===== config.mk =====
export PLATFORM = sky130hd
export DESIGN_NAME = ps2_tx
export DESIGN_NICKNAME = d
export VERILOG_FILES = /design/src/rtl/ps2_tx.sv
export SDC_FILE = /design/constraint.sdc
export NUM_CORES = 1
export LEC_CHECK = 0
export ABC_CLOCK_PERIOD_IN_PS = 4490
export CORE_MARGIN = 5
export CORE_UTILIZATION = 45
export CTS_BUF_LIST = sky130_fd_sc_hd__clkbuf_16
export CTS_CLUSTER_SIZE = 30
export DETAILED_ROUTE_END_ITERATION = 10
export PLACE_DENSITY_LB_ADDON = 0.05
export SLEW_MARGIN = 20
export SYNTH_ARGS = -nofsm -noshare
export SYNTH_HDL_FRONTEND = slang
export SYNTH_SLANG_ARGS = --single-unit

===== constraint.sdc =====
create_clock -name clk -period 4.49 [get_ports clk]
set_clock_uncertainty 0.1 [all_clocks]
set_input_delay 0.898 -clock clk [delete_from_list [all_inputs] [get_ports clk]]
set_output_delay 0.898 -clock clk [all_outputs]
set_load 0.005 [all_outputs]

===== src/rtl/ps2_tx.sv =====
// ps2_tx: PS/2 host-to-device byte transmitter.
// Inhibits the bus, issues a request-to-send, shifts out data/parity/stop
// on the device's falling clock edges, then checks the device ACK bit.
// Line outputs are open-drain enables: a 1 on clk_oe/data_oe pulls the line low.
module ps2_tx #(
   parameter int INHIBIT_CYCLES = 2400,
   parameter int TIMEOUT_CYCLES = 48000
) (
   input  logic       clk,
   input  logic       reset_n,
   input  logic       ps2_clk,
   input  logic       ps2_data,
   input  logic       samplen,
   input  logic       wren,
   input  logic [7:0] d,
   output logic       clk_oe,
   output logic       data_oe,
   output logic       busy,
   output logic       done,
   output logic       error
);

   // One counter serves both the inhibit delay and the edge timeout; the
   // two are never active at the same time.
   localparam int CNT_MAX = (INHIBIT_CYCLES > TIMEOUT_CYCLES) ? INHIBIT_CYCLES : TIMEOUT_CYCLES;
   localparam int CW      = $clog2(CNT_MAX + 1);

   typedef enum logic [2:0] {
      IDLE,
      INHIBIT,
      REQ,
      BITS,
      ACK,
      WAITREL
   } state_e;

   state_e        state_q, state_d;
   logic [1:0]    clk_sync_q, data_sync_q;
   logic [9:0]    shift_q, shift_d;
   logic [3:0]    bitcnt_q, bitcnt_d;
   logic [CW-1:0] cnt_q, cnt_d;
   logic          clk_oe_q, clk_oe_d;
   logic          data_oe_q, data_oe_d;
   logic          busy_q;
   logic          done_q, done_d;
   logic          error_q, error_d;

   logic          fall_ce;
   logic          line_clk;
   logic          line_data;
   logic          cnt_zero;

   // Bit 1 is the older sample; a 1 there with a 0 in bit 0 is a falling edge.
   assign line_clk  = clk_sync_q[1];
   assign line_data = data_sync_q[1];
   assign fall_ce   = samplen & clk_sync_q[1] & ~clk_sync_q[0];
   assign cnt_zero  = (cnt_q == '0);

   // Two-stage line synchronizers, advanced only on sample-enable cycles.
   always_ff @(posedge clk or negedge reset_n) begin
      // NOTE: sequential state uses non-blocking assignments so every flop
      // samples pre-edge values, independent of statement order.
      if (!reset_n) begin
         clk_sync_q  <= 2'b11;
         data_sync_q <= 2'b11;
      end else if (samplen) begin
         clk_sync_q  <= {clk_sync_q[0], ps2_clk};
         data_sync_q <= {data_sync_q[0], ps2_data};
      end
   end

   // State, datapath and registered outputs.
   always_ff @(posedge clk or negedge reset_n) begin
      // NOTE: every register, datapath included, is reset so a transfer cut
      // short by reset leaves nothing behind to leak into the next one.
      if (!reset_n) begin
         state_q   <= IDLE;
         shift_q   <= '0;
         bitcnt_q  <= '0;
         cnt_q     <= '0;
         clk_oe_q  <= 1'b0;
         data_oe_q <= 1'b0;
         busy_q    <= 1'b0;
         done_q    <= 1'b0;
         error_q   <= 1'b0;
      end else begin
         state_q   <= state_d;
         shift_q   <= shift_d;
         bitcnt_q  <= bitcnt_d;
         cnt_q     <= cnt_d;
         clk_oe_q  <= clk_oe_d;
         data_oe_q <= data_oe_d;
         busy_q    <= (state_d != IDLE);
         done_q    <= done_d;
         error_q   <= error_d;
      end
   end

   // Next-state logic.
   always_comb begin
      // NOTE: the default first assignment keeps this block free of latches.
      state_d = state_q;
      unique case (state_q)
         IDLE:    if (wren) state_d = INHIBIT;
         INHIBIT: if (cnt_zero) state_d = REQ;
         REQ:     state_d = BITS;
         BITS: begin
            if (fall_ce) begin
               if (bitcnt_q == 4'd0) state_d = ACK;
            end else if (cnt_zero) begin
               state_d = IDLE;
            end
         end
         ACK: begin
            if (fall_ce)       state_d = line_data ? IDLE : WAITREL;
            else if (cnt_zero) state_d = IDLE;
         end
         WAITREL: begin
            if (line_data && line_clk)    state_d = IDLE;
            else if (!fall_ce && cnt_zero) state_d = IDLE;
         end
         default: state_d = IDLE;
      endcase
   end

   // Output and datapath next values.
   always_comb begin
      shift_d   = shift_q;
      bitcnt_d  = bitcnt_q;
      cnt_d     = cnt_q;
      clk_oe_d  = clk_oe_q;
      data_oe_d = data_oe_q;
      done_d    = 1'b0;
      error_d   = 1'b0;
      unique case (state_q)
         IDLE: begin
            clk_oe_d  = 1'b0;
            data_oe_d = 1'b0;
            if (wren) begin
               // Stop bit, odd parity, then data sent LSB first.
               shift_d  = {1'b1, ~^d, d};
               cnt_d    = CW'(INHIBIT_CYCLES - 1);
               clk_oe_d = 1'b1;
            end
         end
         INHIBIT: begin
            clk_oe_d = 1'b1;
            if (cnt_zero) data_oe_d = 1'b1;
            else          cnt_d     = cnt_q - CW'(1);
         end
         REQ: begin
            clk_oe_d  = 1'b0;
            data_oe_d = 1'b1;
            bitcnt_d  = 4'd9;
            cnt_d     = CW'(TIMEOUT_CYCLES - 1);
         end
         BITS: begin
            if (fall_ce) begin
               data_oe_d = ~shift_q[0];
               shift_d   = {1'b0, shift_q[9:1]};
               bitcnt_d  = bitcnt_q - 4'd1;
               cnt_d     = CW'(TIMEOUT_CYCLES - 1);
            end else if (cnt_zero) begin
               clk_oe_d  = 1'b0;
               data_oe_d = 1'b0;
               error_d   = 1'b1;
            end else begin
               cnt_d = cnt_q - CW'(1);
            end
         end
         ACK: begin
            if (fall_ce) begin
               done_d  = ~line_data;
               error_d = line_data;
               cnt_d   = CW'(TIMEOUT_CYCLES - 1);
            end else if (cnt_zero) begin
               clk_oe_d  = 1'b0;
               data_oe_d = 1'b0;
               error_d   = 1'b1;
            end else begin
               cnt_d = cnt_q - CW'(1);
            end
         end
         WAITREL: begin
            // Release seen wins over a coincident timeout: the byte was acked.
            if (line_data && line_clk) begin
               cnt_d = cnt_q;
            end else if (fall_ce) begin
               cnt_d = CW'(TIMEOUT_CYCLES - 1);
            end else if (cnt_zero) begin
               clk_oe_d  = 1'b0;
               data_oe_d = 1'b0;
               error_d   = 1'b1;
            end else begin
               cnt_d = cnt_q - CW'(1);
            end
         end
         default: begin
            clk_oe_d  = 1'b0;
            data_oe_d = 1'b0;
         end
      endcase
   end

   assign clk_oe  = clk_oe_q;
   assign data_oe = data_oe_q;
   assign busy    = busy_q;
   assign done    = done_q;
   assign error   = error_q;

endmodule


=== After elaboration in Yosys (flattened, before gate mapping) ===
Index checks and enable logic that the tools add are counted.

* Register bits: 42
* Input bits: 14
* Output and inout bits: 5
* Logic and storage cells: 81

* Add/subtract/negate cells: 2
* Equality and inequality tests: 9
* Mux-type cells: 38
* Bitwise operators: 5
* Reduce and logical (&&, ||, !) cells: 16

{| class="wikitable"
|+ Operators with widths
! cell !! number
|-
| $pmux 16 s5 || 1
|-
| $mux 16 || 4
|-
| $mux 3 || 9
|-
| $mux 10 || 2
|-
| $pmux 10 s2 || 1
|-
| $pmux 3 s6 || 1
|-
| $logic_not 16->1 || 1
|-
| $sub 16x1->16 const B || 1
|-
| $mux 1 || 15
|-
| $ne 2x2->1 const B || 4
|-
| $pmux 4 s2 || 1
|-
| $reduce_xnor 8->1 || 1
|-
| $eq 3x2->1 const B || 2
|-
| $eq 3x3->1 const B || 2
|-
| $reduce_and 3->1 || 2
|-
| $pmux 1 s5 || 1
|-
| $reduce_bool 5->1 || 1
|-
| $logic_not 4->1 || 1
|-
| $mux 4 || 1
|-
| $pmux 1 s4 || 1
|-
| $reduce_and 2->1 || 2
|-
| $reduce_bool 2->1 || 2
|-
| $sub 4x1->4 const B || 1
|-
| $eq 3x1->1 const B || 1
|-
| other kinds (8) || 12
|}

=== Depth between registers and ports, before layout ===
* Word-level depth: 8
* Depth in mapped cells: 8
* Gate-level depth less buffers: 7

=== Least setup slack after synthesis ===
OpenSTA, ideal clock, no wires.

* Path kind: in2reg
* Start: in samplen
* End: reg shift_q[8]
* Setup time: 77 ps
* Arrival: 2376 ps
* Data required time: 4313 ps
* Path slack: 1937 ps
* Cell stages on the path: 8
* Path buffers: 3
* Cell sequence: clkbuf_1 and3b_1 clkbuf_1 a31oi_1 nor2_1 clkbuf_1 nor2_1 a21oi_1

* Word-level cells in the longest chain between the ends: 4

{| class="wikitable"
|+ RTL lines
! element !! RTL line !! RTL
|-
| start: declaration || 13 || <nowiki>input logic samplen,</nowiki>
|-
| $and 1x1->1 (2 in a row) || 56 || <nowiki>assign fall_ce = samplen & clk_sync_q[1] & ~clk_sync_q[0];</nowiki>
|-
| $ne 2x2->1 (no line) || - ||
|-
| $reduce_and 3->1 (no line) || - ||
|-
| end signal: assignment || 88 || <nowiki>shift_q <= shift_d;</nowiki>
|-
| end: declaration || 39 || <nowiki>logic [9:0] shift_q, shift_d;</nowiki>
|}

Every way passes these cells.
A chain may end at the register's enable or synchronous reset.

=== Final worst setup path ===
* Start: in samplen
* End: reg busy_q, in the netlist busy

* Word-level cells in the longest chain between the ends: 8
* Elaborated cells between the ends (all ways): 10
* Those cells by class: 5 x mux; 2 x bitwise; 3 x reduce/logical

{| class="wikitable"
|+ RTL lines
! element !! RTL line !! RTL
|-
| $and 1x1->1 * (2 in a row) || 56 ||
|-
| $logic_not 1->1 || 120 || <nowiki>else if (!fall_ce && cnt_zero) state_d = IDLE;</nowiki>
|-
| $logic_and 1x1->1 || 120 ||
|-
| $mux 3 || 120 ||
|-
| $mux 3 || 119 || <nowiki>if (line_data && line_clk) state_d = IDLE;</nowiki>
|-
| $pmux 3 s6 * || 103 || <nowiki>unique case (state_q)</nowiki>
|-
| via state_d[0] || 37 || <nowiki>state_e state_q, state_d;</nowiki>
|-
| $reduce_bool 3->1 * || 93 || <nowiki>busy_q <= (state_d != IDLE);</nowiki>
|-
| end signal: assignment || 93 ||
|-
| end: declaration || 44 || <nowiki>logic busy_q;</nowiki>
|}

The timed path passes the listed nets; every way through them passes the cells marked *.

==> impl_metrics.yaml <==
outcome:
  status: "complete, no violations"
setup_path:
  slowest_stage: "clkdlybuf4s50_1"
  timing.rr.start: "cnt_q[0]"
  critPathMaxFanout: 15
  worst_r2r_path_depth: 7
  critPathLaunchType: "input pin"
  critPathMaxStageDelay_ps: 610
  required_ps: 4550
  worstPathCellList: "clkdlybuf4s50_1 > and3b_1 > a31oi_1 > o32ai_4 > nand3_2 > or3_1"
  r2r_setup_slack_ps: 1730
  crit_arrival_ps: 3100
  worstSetupStartpoint: "samplen"
  worstReg2RegEnd: "busy"
  setup.worst_path.end: "busy"
  worstSetupPathType: "in -> reg"
  end_kind: "register"
power_and_ir_drop:
  ir_drop_v: 0.000242
  finalPower_mw: 1.58
  p_sw_uw: 552
  power_density_nw_per_um2: 547
  pwr-share-seq: 0.402
  swShare: 0.349
  comb_power_share: 0.343
  p_int_mw: 1.03
  pwr-share-clk: 0.255
  p_leak_nw: 1.10
global_route:
  grt_pass1_vias: 2012
  grt_start_max_net_pins: 43
  grt_pass1_wl_mm: 9.97
  antenna_found_initial: 0
  grt_usage: 0.170
  overflow: 0
logic_synthesis:
  synthArstFlopShare: 1.00
  synth-seq-cells: 42
  syn_nets: 287
  synth_top_area_share: 0.379
  synth_cells: 270
  yosys_warnings: 0
  ys_types: 56
  syn-cell-area_um2: 2510
  synthTopCellsByArea: "dfrtp_1, a21oi_1, dfstp_2, mux2i_1, o21ai_0"
  synthFlopType: "dfrtp_1"
  yosysTopAreaCell: "dfrtp_1"
  avgSynthCellArea_um2: 9.30
  yosysSeqAreaShare: 0.421
  synth_edf_count: 0
finish:
  nets: 299
  diodes: 0
  area_delta_synth_final_pct: 15.1
  fill_cells: 525
  drive_gt1_frac: 0.102
sta:
  tightest_slew_ps: 1040
  setup_viol: 0
  rsz0062_at_grt: "no"
  hold_viol_final: 0
  post-route-period-util: 0.676
  slew_headroom: 0.305
  finalSetupTns_ps: 0
  clock.fmax_mhz: 329
  fin_crit_ps: 3040
  slew_viol_final: 0
clock_tree:
  hold_buffers: 0
  cts_setup_buffers: 0
  cts_num_sinks: 42
  clk_pin_slew_worst_paths_ps: 60
  cts-resized-gates: 0
  cts_buffers: 5
  clk_latency_ps: 280
  cts-root-buf: "clkbuf_16"
  clockBufferDepth: 2
  htreeDepth: 2
  cts_tree: "done"
die:
  coreArea_um2: 5470
  num_rows: 27
  ioPinCount: 19
  die_h_um: 84.7
  initial_core_util: 0.459
  die_x_um: 84.7
  fp.dieArea_um2: 7170
route:
  vias: 2083
  totalWireLength_mm: 5.67
  drt_pre_antenna_iters: 4
  route.detailed.drc: 0
  avgRoutedWirePerCell_um: 16.0
  via_per_inst: 5.87
  drt-initial-drc-count: 160
  antenna_left: 0
placed_design:
  place_hpwl_mm: 3.87
  gp_congestion: 0.817
  io_buffers: 18
job:
  drv_cap: 0
hold_path:
  hp-class: "reg -> reg"
  hold_path_depth: 1
power groups by stage:
stage	sequential (mW)	combinational (mW)	clock [mW]
final	0.635	0.542	0.403
after floorplan	0.585	0.448	0
after global routing	0.660	0.621	0.429
after CTS	0.633	0.546	0.412
after detailed placement	0.639	0.543	0
after global placement	0.637	0.538	0
worst max-delay path: cells and delay by family:
family | cells | cell delay [ps]
and+or+nand+nor | 3 | 1030
buffers and inverters | 1 | 610
AOI/OAI and AO/OA | 2 | 560
routing by layer:
metal  vias up  routed length [µm]  GRT usage
met5         -                   0          0
met4         0                  72     0.0432
li1       1035                   -          -
met1      1013                2940      0.253
met3         7                 163     0.0334
met2        28                2500      0.254
sequential cells by signal, indices dropped and copies added (netlist names):
name	cells
error	1
clk_oe	1
cnt_q	16
done	1
shift_q	10
bitcnt_q	4
data_sync_q	2
state_q	3
clk_sync_q	2
data_oe	1
busy	1
cells in the mapped netlist, types with 4 or more instances:
cell	n
nor3_1	5
mux2_2	4
nand2_1	15
a31oi_1	7
nor4_1	5
dfrtp_1	38
nand3_1	6
o21ai_0	18
nand2b_1	7
xnor2_1	7
inv_1	9
dfstp_2	4
a21oi_1	27
clkbuf_1	12
a22o_1	4
mux2i_1	10
and3_1	4
o22a_1	4
nor2_1	23
layout by cell type, fill, tap and decap left out, drive strengths merged, types with 4 or more instances in the layout:
master / count
dfrtp: 38
a21oi: 27
nor2: 23
o21ai: 18
clkdlybuf4s50: 17
nand2: 15
inv: 10
mux2i: 10
nand2b: 8
a31oi: 7
xnor2: 7
nand3: 7
nor4: 6
nor3: 5
clkbuf: 5
or4: 5
and3: 4
a22o: 4
o22a: 4
mux2: 4
dfstp: 4
stage by stage:
| step | std cells | cell area, µm² | utilization | worst slack (ps) | hold WS [ps] |
|---|---|---|---|---|---|
| 4_1_cts | 355 | 2890 | 0.528 | 1460 | 397 |
| 2_1_floorplan | 270 | 2510 | - | 1940 | 351 |
| 5_1_grt | 355 | 2890 | 0.528 | 1370 | 434 |
| 3_3_place_gp | 347 | 2730 | 0.498 | 1220 | 388 |
| 6_report | 355 | 2890 | 0.528 | 1450 | 394 |
| 3_5_place_dp | 347 | 2730 | 0.498 | 1160 | 388 |
kinds of logic (layout without fill, tap and decap cells):
family	count (synthesis)	in the layout	share of synthesized area
AO/OA/AOI/OAI	89	89	0.242
XOR/XNOR	7	7	0.0244
buffers and inverters	24	37	0.0389
AND/OR/NAND/NOR	91	91	0.202
flip-flops	42	42	0.421
multiplexers	14	14	0.0578
adder cells (fa/ha/maj)	3	3	0.0149
layout make-up:
| class | instances | area, µm² | area share |
|---|---|---|---|
| Inverter | 9 | 33.8 | 0.0117 |
| Multi-Input combinational cell | 204 | 1360 | 0.470 |
| Clock buffer | 5 | 125 | 0.0433 |
| Sequential cell | 42 | 1060 | 0.365 |
| Timing Repair Buffer | 20 | 190 | 0.0658 |
| Tap cell | 72 | 90.1 | 0.0312 |
| Clock inverter | 3 | 37.5 | 0.0130 |
how the worst min path moves through the flow:
| stage | from | end | slack (ps) |
|---|---|---|---|
| detailed placement | cnt_q[10] | cnt_q[10] | 390 |
| global placement | cnt_q[10] | cnt_q[10] | 390 |
| global route | cnt_q[10] | cnt_q[10] | 430 |
| finish | cnt_q[10] | cnt_q[10] | 390 |
| floorplan | cnt_q[10] | cnt_q[10] | 350 |
| CTS | cnt_q[10] | cnt_q[10] | 400 |
No activity file was read; power rests on OpenSTA's default activity.
